$ cat src/rtl/mxint8_block_collector_pkg.sv
// Shared constants and bank state encoding for the MXINT8 block collector.
// Optional double buffering: define MXINT8_COLLECTOR_DBUF_EN.
package mxint8_block_collector_pkg;

  localparam int MX_BLOCK_SIZE  = 32;
  localparam int MX_ELEM_WIDTH  = 8;
  localparam int MX_SCALE_WIDTH = 8;

  localparam logic [7:0] MX_SCALE_NAN = 8'hFF;

  typedef enum logic [1:0] {
    BANK_EMPTY = 2'd0,
    BANK_FILL  = 2'd1,
    BANK_FULL  = 2'd2
  } bank_state_e;

endpackage

$ cat src/rtl/mxint8_block_collector_bank.sv
// One element/scale register bank with its write index and
// EMPTY/FILL/FULL state; the top instantiates one or two of these.
module mxint8_block_collector_bank
  import mxint8_block_collector_pkg::*;
#(
  parameter int BLOCK_SIZE  = MX_BLOCK_SIZE,
  parameter int ELEM_WIDTH  = MX_ELEM_WIDTH,
  parameter int SCALE_WIDTH = MX_SCALE_WIDTH,
  parameter int CW          = $clog2(BLOCK_SIZE + 1)
) (
  input  logic                                 i_clk,
  input  logic                                 i_rst,
  input  logic                                 i_wr,
  input  logic [ELEM_WIDTH-1:0]                i_elem,
  input  logic [SCALE_WIDTH-1:0]               i_scale,
  input  logic                                 i_flush,
  input  logic                                 i_rd,
  output logic                                 o_full,
  output logic [CW-1:0]                        o_count,
  output logic [SCALE_WIDTH-1:0]               o_scale,
  output logic [BLOCK_SIZE-1:0][ELEM_WIDTH-1:0] o_elems
);

  localparam int IW = $clog2(BLOCK_SIZE);

  bank_state_e                          r_state;
  logic [CW-1:0]                        r_count;
  logic [SCALE_WIDTH-1:0]               r_scale;
  logic [BLOCK_SIZE-1:0][ELEM_WIDTH-1:0] r_elems;

  always_ff @(posedge i_clk or posedge i_rst) begin
    if (i_rst) begin
      r_state <= BANK_EMPTY;
      r_count <= '0;
      r_scale <= '0;
      r_elems <= '0;
    end else begin
      unique case (r_state)
        BANK_EMPTY, BANK_FILL: begin
          // Flush never coincides with a write: the top drops ready.
          if (i_flush) begin
            r_count <= '0;
            r_state <= BANK_EMPTY;
          end else if (i_wr) begin
            r_elems[r_count[IW-1:0]] <= i_elem;
            if (r_count == '0)
              r_scale <= i_scale;
            if (r_count == CW'(BLOCK_SIZE - 1)) begin
              r_count <= '0;
              r_state <= BANK_FULL;
            end else begin
              r_count <= r_count + CW'(1);
              r_state <= BANK_FILL;
            end
          end
        end
        BANK_FULL: begin
          if (i_rd)
            r_state <= BANK_EMPTY;
        end
        default: r_state <= BANK_EMPTY;
      endcase
    end
  end

  assign o_full  = (r_state == BANK_FULL);
  assign o_count = r_count;
  assign o_scale = r_scale;
  assign o_elems = r_elems;

endmodule

$ cat src/rtl/mxint8_block_collector.sv
// Serial-to-parallel MXINT8 block collector feeding mxint8_sum.
// Define MXINT8_COLLECTOR_DBUF_EN for ping/pong banks (1 elem/cycle).
module mxint8_block_collector
  import mxint8_block_collector_pkg::*;
#(
  parameter int BLOCK_SIZE  = MX_BLOCK_SIZE,
  parameter int ELEM_WIDTH  = MX_ELEM_WIDTH,
  parameter int SCALE_WIDTH = MX_SCALE_WIDTH
) (
  input  logic                                  i_clk,
  input  logic                                  i_rst,
  input  logic                                  i_elem_valid,
  output logic                                  o_elem_ready,
  input  logic [ELEM_WIDTH-1:0]                 i_elem,
  input  logic [SCALE_WIDTH-1:0]                i_scale,
  input  logic                                  i_flush,
  output logic                                  o_blk_valid,
  input  logic                                  i_blk_ready,
  output logic [SCALE_WIDTH-1:0]                o_scale,
  output logic [BLOCK_SIZE-1:0][ELEM_WIDTH-1:0] o_elements,
  output logic                                  o_scale_nan,
  output logic [$clog2(BLOCK_SIZE+1)-1:0]       o_fill_count
);

  localparam int CW = $clog2(BLOCK_SIZE + 1);

`ifdef MXINT8_COLLECTOR_DBUF_EN
  localparam int NB = 2;
`else
  localparam int NB = 1;
`endif

  logic r_rdy_en;
  logic r_wptr;
  logic r_rptr;

  logic                                  w_full  [NB];
  logic [CW-1:0]                         w_count [NB];
  logic [SCALE_WIDTH-1:0]                w_scale [NB];
  logic [BLOCK_SIZE-1:0][ELEM_WIDTH-1:0] w_elems [NB];

  logic w_beat;
  logic w_last;
  logic w_take;

  // Write bank being full means every bank is full.
  assign o_elem_ready = r_rdy_en && !i_flush && !w_full[r_wptr];
  assign w_beat       = i_elem_valid && o_elem_ready;
  assign w_last       = w_beat &&
                        (w_count[r_wptr] == CW'(BLOCK_SIZE - 1));
  assign o_blk_valid  = w_full[r_rptr];
  assign w_take       = o_blk_valid && i_blk_ready;

  for (genvar g = 0; g < NB; g++) begin : g_bank
    mxint8_block_collector_bank #(
      .BLOCK_SIZE  (BLOCK_SIZE),
      .ELEM_WIDTH  (ELEM_WIDTH),
      .SCALE_WIDTH (SCALE_WIDTH),
      .CW          (CW)
    ) u_bank (
      .i_clk   (i_clk),
      .i_rst   (i_rst),
      .i_wr    (w_beat && (r_wptr == 1'(g))),
      .i_elem  (i_elem),
      .i_scale (i_scale),
      .i_flush (i_flush && (r_wptr == 1'(g))),
      .i_rd    (w_take && (r_rptr == 1'(g))),
      .o_full  (w_full[g]),
      .o_count (w_count[g]),
      .o_scale (w_scale[g]),
      .o_elems (w_elems[g])
    );
  end

  always_ff @(posedge i_clk or posedge i_rst) begin
    if (i_rst) begin
      r_rdy_en <= 1'b0;
      r_wptr   <= 1'b0;
      r_rptr   <= 1'b0;
    end else begin
      r_rdy_en <= 1'b1;
`ifdef MXINT8_COLLECTOR_DBUF_EN
      if (w_last)
        r_wptr <= ~r_wptr;
      if (w_take)
        r_rptr <= ~r_rptr;
`else
      r_wptr <= 1'b0;
      r_rptr <= 1'b0;
`endif
    end
  end

  assign o_scale      = w_scale[r_rptr];
  assign o_elements   = w_elems[r_rptr];
  assign o_fill_count = w_count[r_wptr];
  assign o_scale_nan  = o_blk_valid &&
                        (o_scale == SCALE_WIDTH'(MX_SCALE_NAN));

  logic w_unused;
  assign w_unused = w_last;

endmodule

$ cat config.mk
export PLATFORM = sky130hd
export DESIGN_NAME = mxint8_block_collector
export DESIGN_NICKNAME = d
export VERILOG_FILES = /design/src/rtl/mxint8_block_collector_pkg.sv /design/src/rtl/mxint8_block_collector_bank.sv /design/src/rtl/mxint8_block_collector.sv
export SDC_FILE = /design/constraint.sdc
export NUM_CORES = 1
export LEC_CHECK = 0
export ABC_AREA = 1
export CORE_UTILIZATION = 47
export DETAILED_ROUTE_END_ITERATION = 12
export GPL_TIMING_DRIVEN = 0
export PLACE_DENSITY_LB_ADDON = 0.1
export SETUP_SLACK_MARGIN = 0.15
export SYNTH_ARGS = -nofsm -noshare
export SYNTH_HDL_FRONTEND = slang
export SYNTH_HIERARCHICAL = 1
export SYNTH_SLANG_ARGS = --single-unit
$ cat constraint.sdc
create_clock -name i_clk -period 10.4 [get_ports i_clk]
set_clock_uncertainty 0.1 [all_clocks]
set_input_delay 1.04 -clock i_clk [delete_from_list [all_inputs] [get_ports i_clk]]
set_output_delay 1.04 -clock i_clk [all_outputs]
set_load 0.01 [all_outputs]
==> impl_results.md <==
* Critical Path Slowest Stage Cell: clkdlybuf4s50_1
* Clock slew at reported path FFs at 0.06 ns
* Sequential element share of the synthesized area at 68.0%
* DRC viols at 0
* R2R depth at 11
* Synthesized Nets at 1030
* Pwr dens at 161 mW/mm^2
* Area Growth Syn to Fin at 42.0%
* Pre-Repair DR Iteration Count at 6
* DR top layer: met4
* Critical Path Start: i_flush
* WP depth at 5
* Worst setup path end: o_elem_ready
* Fin area at 0.0143 sq mm
* Gpl congestion at 0.847
* Largest stage delay on the critical path at 0.52 ns
* Area of the multi-input gates at 0.00287 sq mm
* CTS H-Tree Depth at 1
* Storage cell area at 0.00683 sq mm
* Mapped Cells at 1005
* WP data arrival at 2.30 ns
* DP Worst Slack at 6.52 ns
* Worst path most repeated cell: clkdlybuf4s50_1
* CP required at 9.26 ns
* I/O pin cnt at 294
* Synth top area share at 68.0%
* Wirelength per Cell at 18.6 microns
* Worst setup EP type: output port
* CP Cell Sequence: clkdlybuf4s50_1 > nor2_1 > nand2_1 > inv_1 > clkdlybuf4s50_1
* RSZ-0062 raised after global routing: false
* Grt ovf at 0
* # resized after CTS at 0
* Hold_buf cts at 0
* Synth area leader: dfrtp_1
* Met1 wire length at 12500 microns
* Final Hold Vio Count at 0
* Mapped cell area at 0.0100 sq mm
* Setup CP Type: input port to output port
* MaxCap Viol Count at 0
* Final setup vio count at 0
* Die Y at 148 microns
* Slew Viols, Final at 0
* CTS tree: built
* RR Startpoint: g_bank[0].u_bank/r_state[1]$_DFFE_PP0P_
* Met2 WL at 14300 microns
* Core ar. at 0.0210 sq mm
* Detailed Route Iter0 Violations at 522
* Share of layout cells above drive strength 1 at 5.05%
* Clock tree buffer depth at 3
* Synth unique cells at 22
* Slew HR at 47.2%
* R2R setup slack at 7.48 ns
* Worst Tran Pin Value at 0.791 ns
* Bufs and invs on worst path at 3
* Period utilization at 33.1%
* Final net count at 1355
* Input/output buffers at 293
* Status: completed
* FF-to-FF End: g_bank[0].u_bank/o_elems[113]$_DFFE_PP0P_
* DIE WIDTH at 148 microns
* WL final at 30200 microns
* Worst Setup Slack, final at 6.96 ns
* TritonCTS sink count at 273
* Fill count at 1719
* Number of global-route vias before repair at 7991
* DR vias at 8437
* Skew-Pair Late Insertion Delay at 0.53 ns
* CP startpoint kind: input port
* Pwr Total at 2300 uW
* First-pass GRT wire length at 46300 microns
* Largest net degree at the start of global routing at 130
* Post-CTS setup repair buffer count at 0
* Yosys warnings at 6
* Setup TNS at 0 ns
* Worst vdd rail ir drop at 0.000118 V
* Top cells by area, synth: dfrtp_1 (68%), nand2_1 (12%), o21ai_0 (11%)
* Number of diodes at 0
* Leakage power total at 0.00629 uW
* Crit-path max FO at 5
* Tot GR Track Use at 27.6%
* Worst Hold Class: flop to flop
* Max frequency at 0.291 GHz
* CTS Buf Count at 28
* Cell Area, Placed at 0.0134 sq mm
* #FFs+latches synth at 273
* Rows at 53
* Critical path's top delay family: buffers and inverters
* Synth Area per Inst at 10.0 sq um
* Root Buffer: clkbuf_16
* Fin crit period at 3.44 ns
* Antenna Nets Post-Route at 0
* Initial Utilization at 47.8%
* Die area at 0.0220 sq mm
* Hpwl dp at 20400 microns
* Routed wl met3 at 2680 microns
* Via density at 5.20
* Initial antenna violation count at 1
-- cells in the mapped netlist --
cell        n
nand2_2     2
buf_2       5
o21ai_0   213
buf_4       1
nand2_1   326
nor3_1      1
nor2_1     20
ha_1        4
clkbuf_1   53
nor2_4      1
o21ai_1    48
inv_2       4
nor2_2      4
nand4_1    11
nor3_2      4
dfrtp_1   273
conb_1      1
nand3_4     1
clkinv_1    1
inv_1      25
nand3_1     6
a21oi_1     1
-- logic make-up (layout without fill, tap and decap cells) --
group | Yosys count | in the layout | synth area share (%)
other | 1 | 1 | 0.0373
buffers and inverters | 89 | 431 | 3.42
AOI/OAI and AO/OA | 262 | 262 | 13.0
DFF | 273 | 273 | 68.0
and+or+nand+nor | 376 | 376 | 15.0
adders and majority gates | 4 | 4 | 0.498
-- cell type report --
type,count,area share (%)
Multi-Input combinational cell,643,20.1
Clock buffer,41,5.96
Sequential cell,273,47.9
Tap cell,275,2.41
Inverter,30,0.842
Buffer,59,1.62
Timing Repair Buffer,295,20.9
Clock inverter,6,0.228
-- cells in the final DEF, fill, tap and decap left out --
| master | count |
|---|---|
| clkbuf_1 | 57 |
| buf_16 | 2 |
| o21ai_0 | 213 |
| o21ai_1 | 48 |
| buf_2 | 5 |
| nand3_1 | 6 |
| inv_8 | 1 |
| nand3_4 | 1 |
| nor2_2 | 4 |
| inv_2 | 4 |
| nor2_1 | 20 |
| nor3_2 | 4 |
| clkbuf_16 | 29 |
| buf_4 | 1 |
| a21oi_1 | 1 |
| clkinv_2 | 5 |
| dfrtp_1 | 273 |
| clkbuf_8 | 8 |
| nand4_1 | 11 |
| clkinvlp_4 | 1 |
| nor3_1 | 1 |
| nand2_2 | 2 |
| clkdlybuf4s50_1 | 293 |
| clkinv_1 | 1 |
| ha_1 | 4 |
| inv_1 | 24 |
| nor2_4 | 1 |
| conb_1 | 1 |
| nand2_1 | 326 |
-- worst min-delay path by stage --
stage	from	to	cells past startpoint
floorplan	g_bank[0].u_bank/o_elems[0]$_DFFE_PP0P_	g_bank[0].u_bank/o_elems[0]$_DFFE_PP0P_	2
global placement	g_bank[0].u_bank/o_elems[79]$_DFFE_PP0P_	g_bank[0].u_bank/o_elems[79]$_DFFE_PP0P_	2
detailed placement	g_bank[0].u_bank/o_elems[84]$_DFFE_PP0P_	g_bank[0].u_bank/o_elems[84]$_DFFE_PP0P_	2
CTS	g_bank[0].u_bank/o_elems[84]$_DFFE_PP0P_	g_bank[0].u_bank/o_elems[84]$_DFFE_PP0P_	2
global route	g_bank[0].u_bank/o_elems[243]$_DFFE_PP0P_	g_bank[0].u_bank/o_elems[243]$_DFFE_PP0P_	2
finish	g_bank[0].u_bank/o_elems[221]$_DFFE_PP0P_	g_bank[0].u_bank/o_elems[221]$_DFFE_PP0P_	2
-- worst min-delay path: cells and delay by family, from the launching register on --
| kind | cells | cell delay [ns] |
|---|---|---|
| DFF | 1 | 0.34 |
| and+or+nand+nor | 1 | 0.05 |
| AOI/OAI and AO/OA | 1 | 0.05 |
-- per-layer routing --
layer | vias to the layer above | track usage (%)
li1 | 3935 | -
met1 | 4159 | 37.5
met2 | 302 | 43.7
met3 | 41 | 7.55
met4 | 0 | 7.58
met5 | - | 0
-- flip-flops by register name, summed over array words and instances, names as in the netlist --
register	count
r_rdy_en	1
g_bank.u_bank/o_elems	256
g_bank.u_bank/o_scale	8
g_bank.u_bank/r_state	2
g_bank.u_bank/o_count	6
-- power by group --
group          total, uW  internal (uW)  switching, uW
clock                961            560            400
sequential          1130           1100           28.3
combinational        208           96.4            111
-- through the flow --
| stage | hold WS, ns | util (%) | std cells |
|---|---|---|---|
| 2_1_floorplan | 0.419 | - | 1005 |
| 3_3_place_gp | 0.365 | 63.4 | 1573 |
| 3_5_place_dp | 0.372 | 63.7 | 1575 |
| 4_1_cts | 0.386 | 67.9 | 1622 |
| 5_1_grt | 0.400 | 67.9 | 1622 |
| 6_report | 0.381 | 67.9 | 1622 |
No activity file was read; power rests on OpenSTA's default activity.
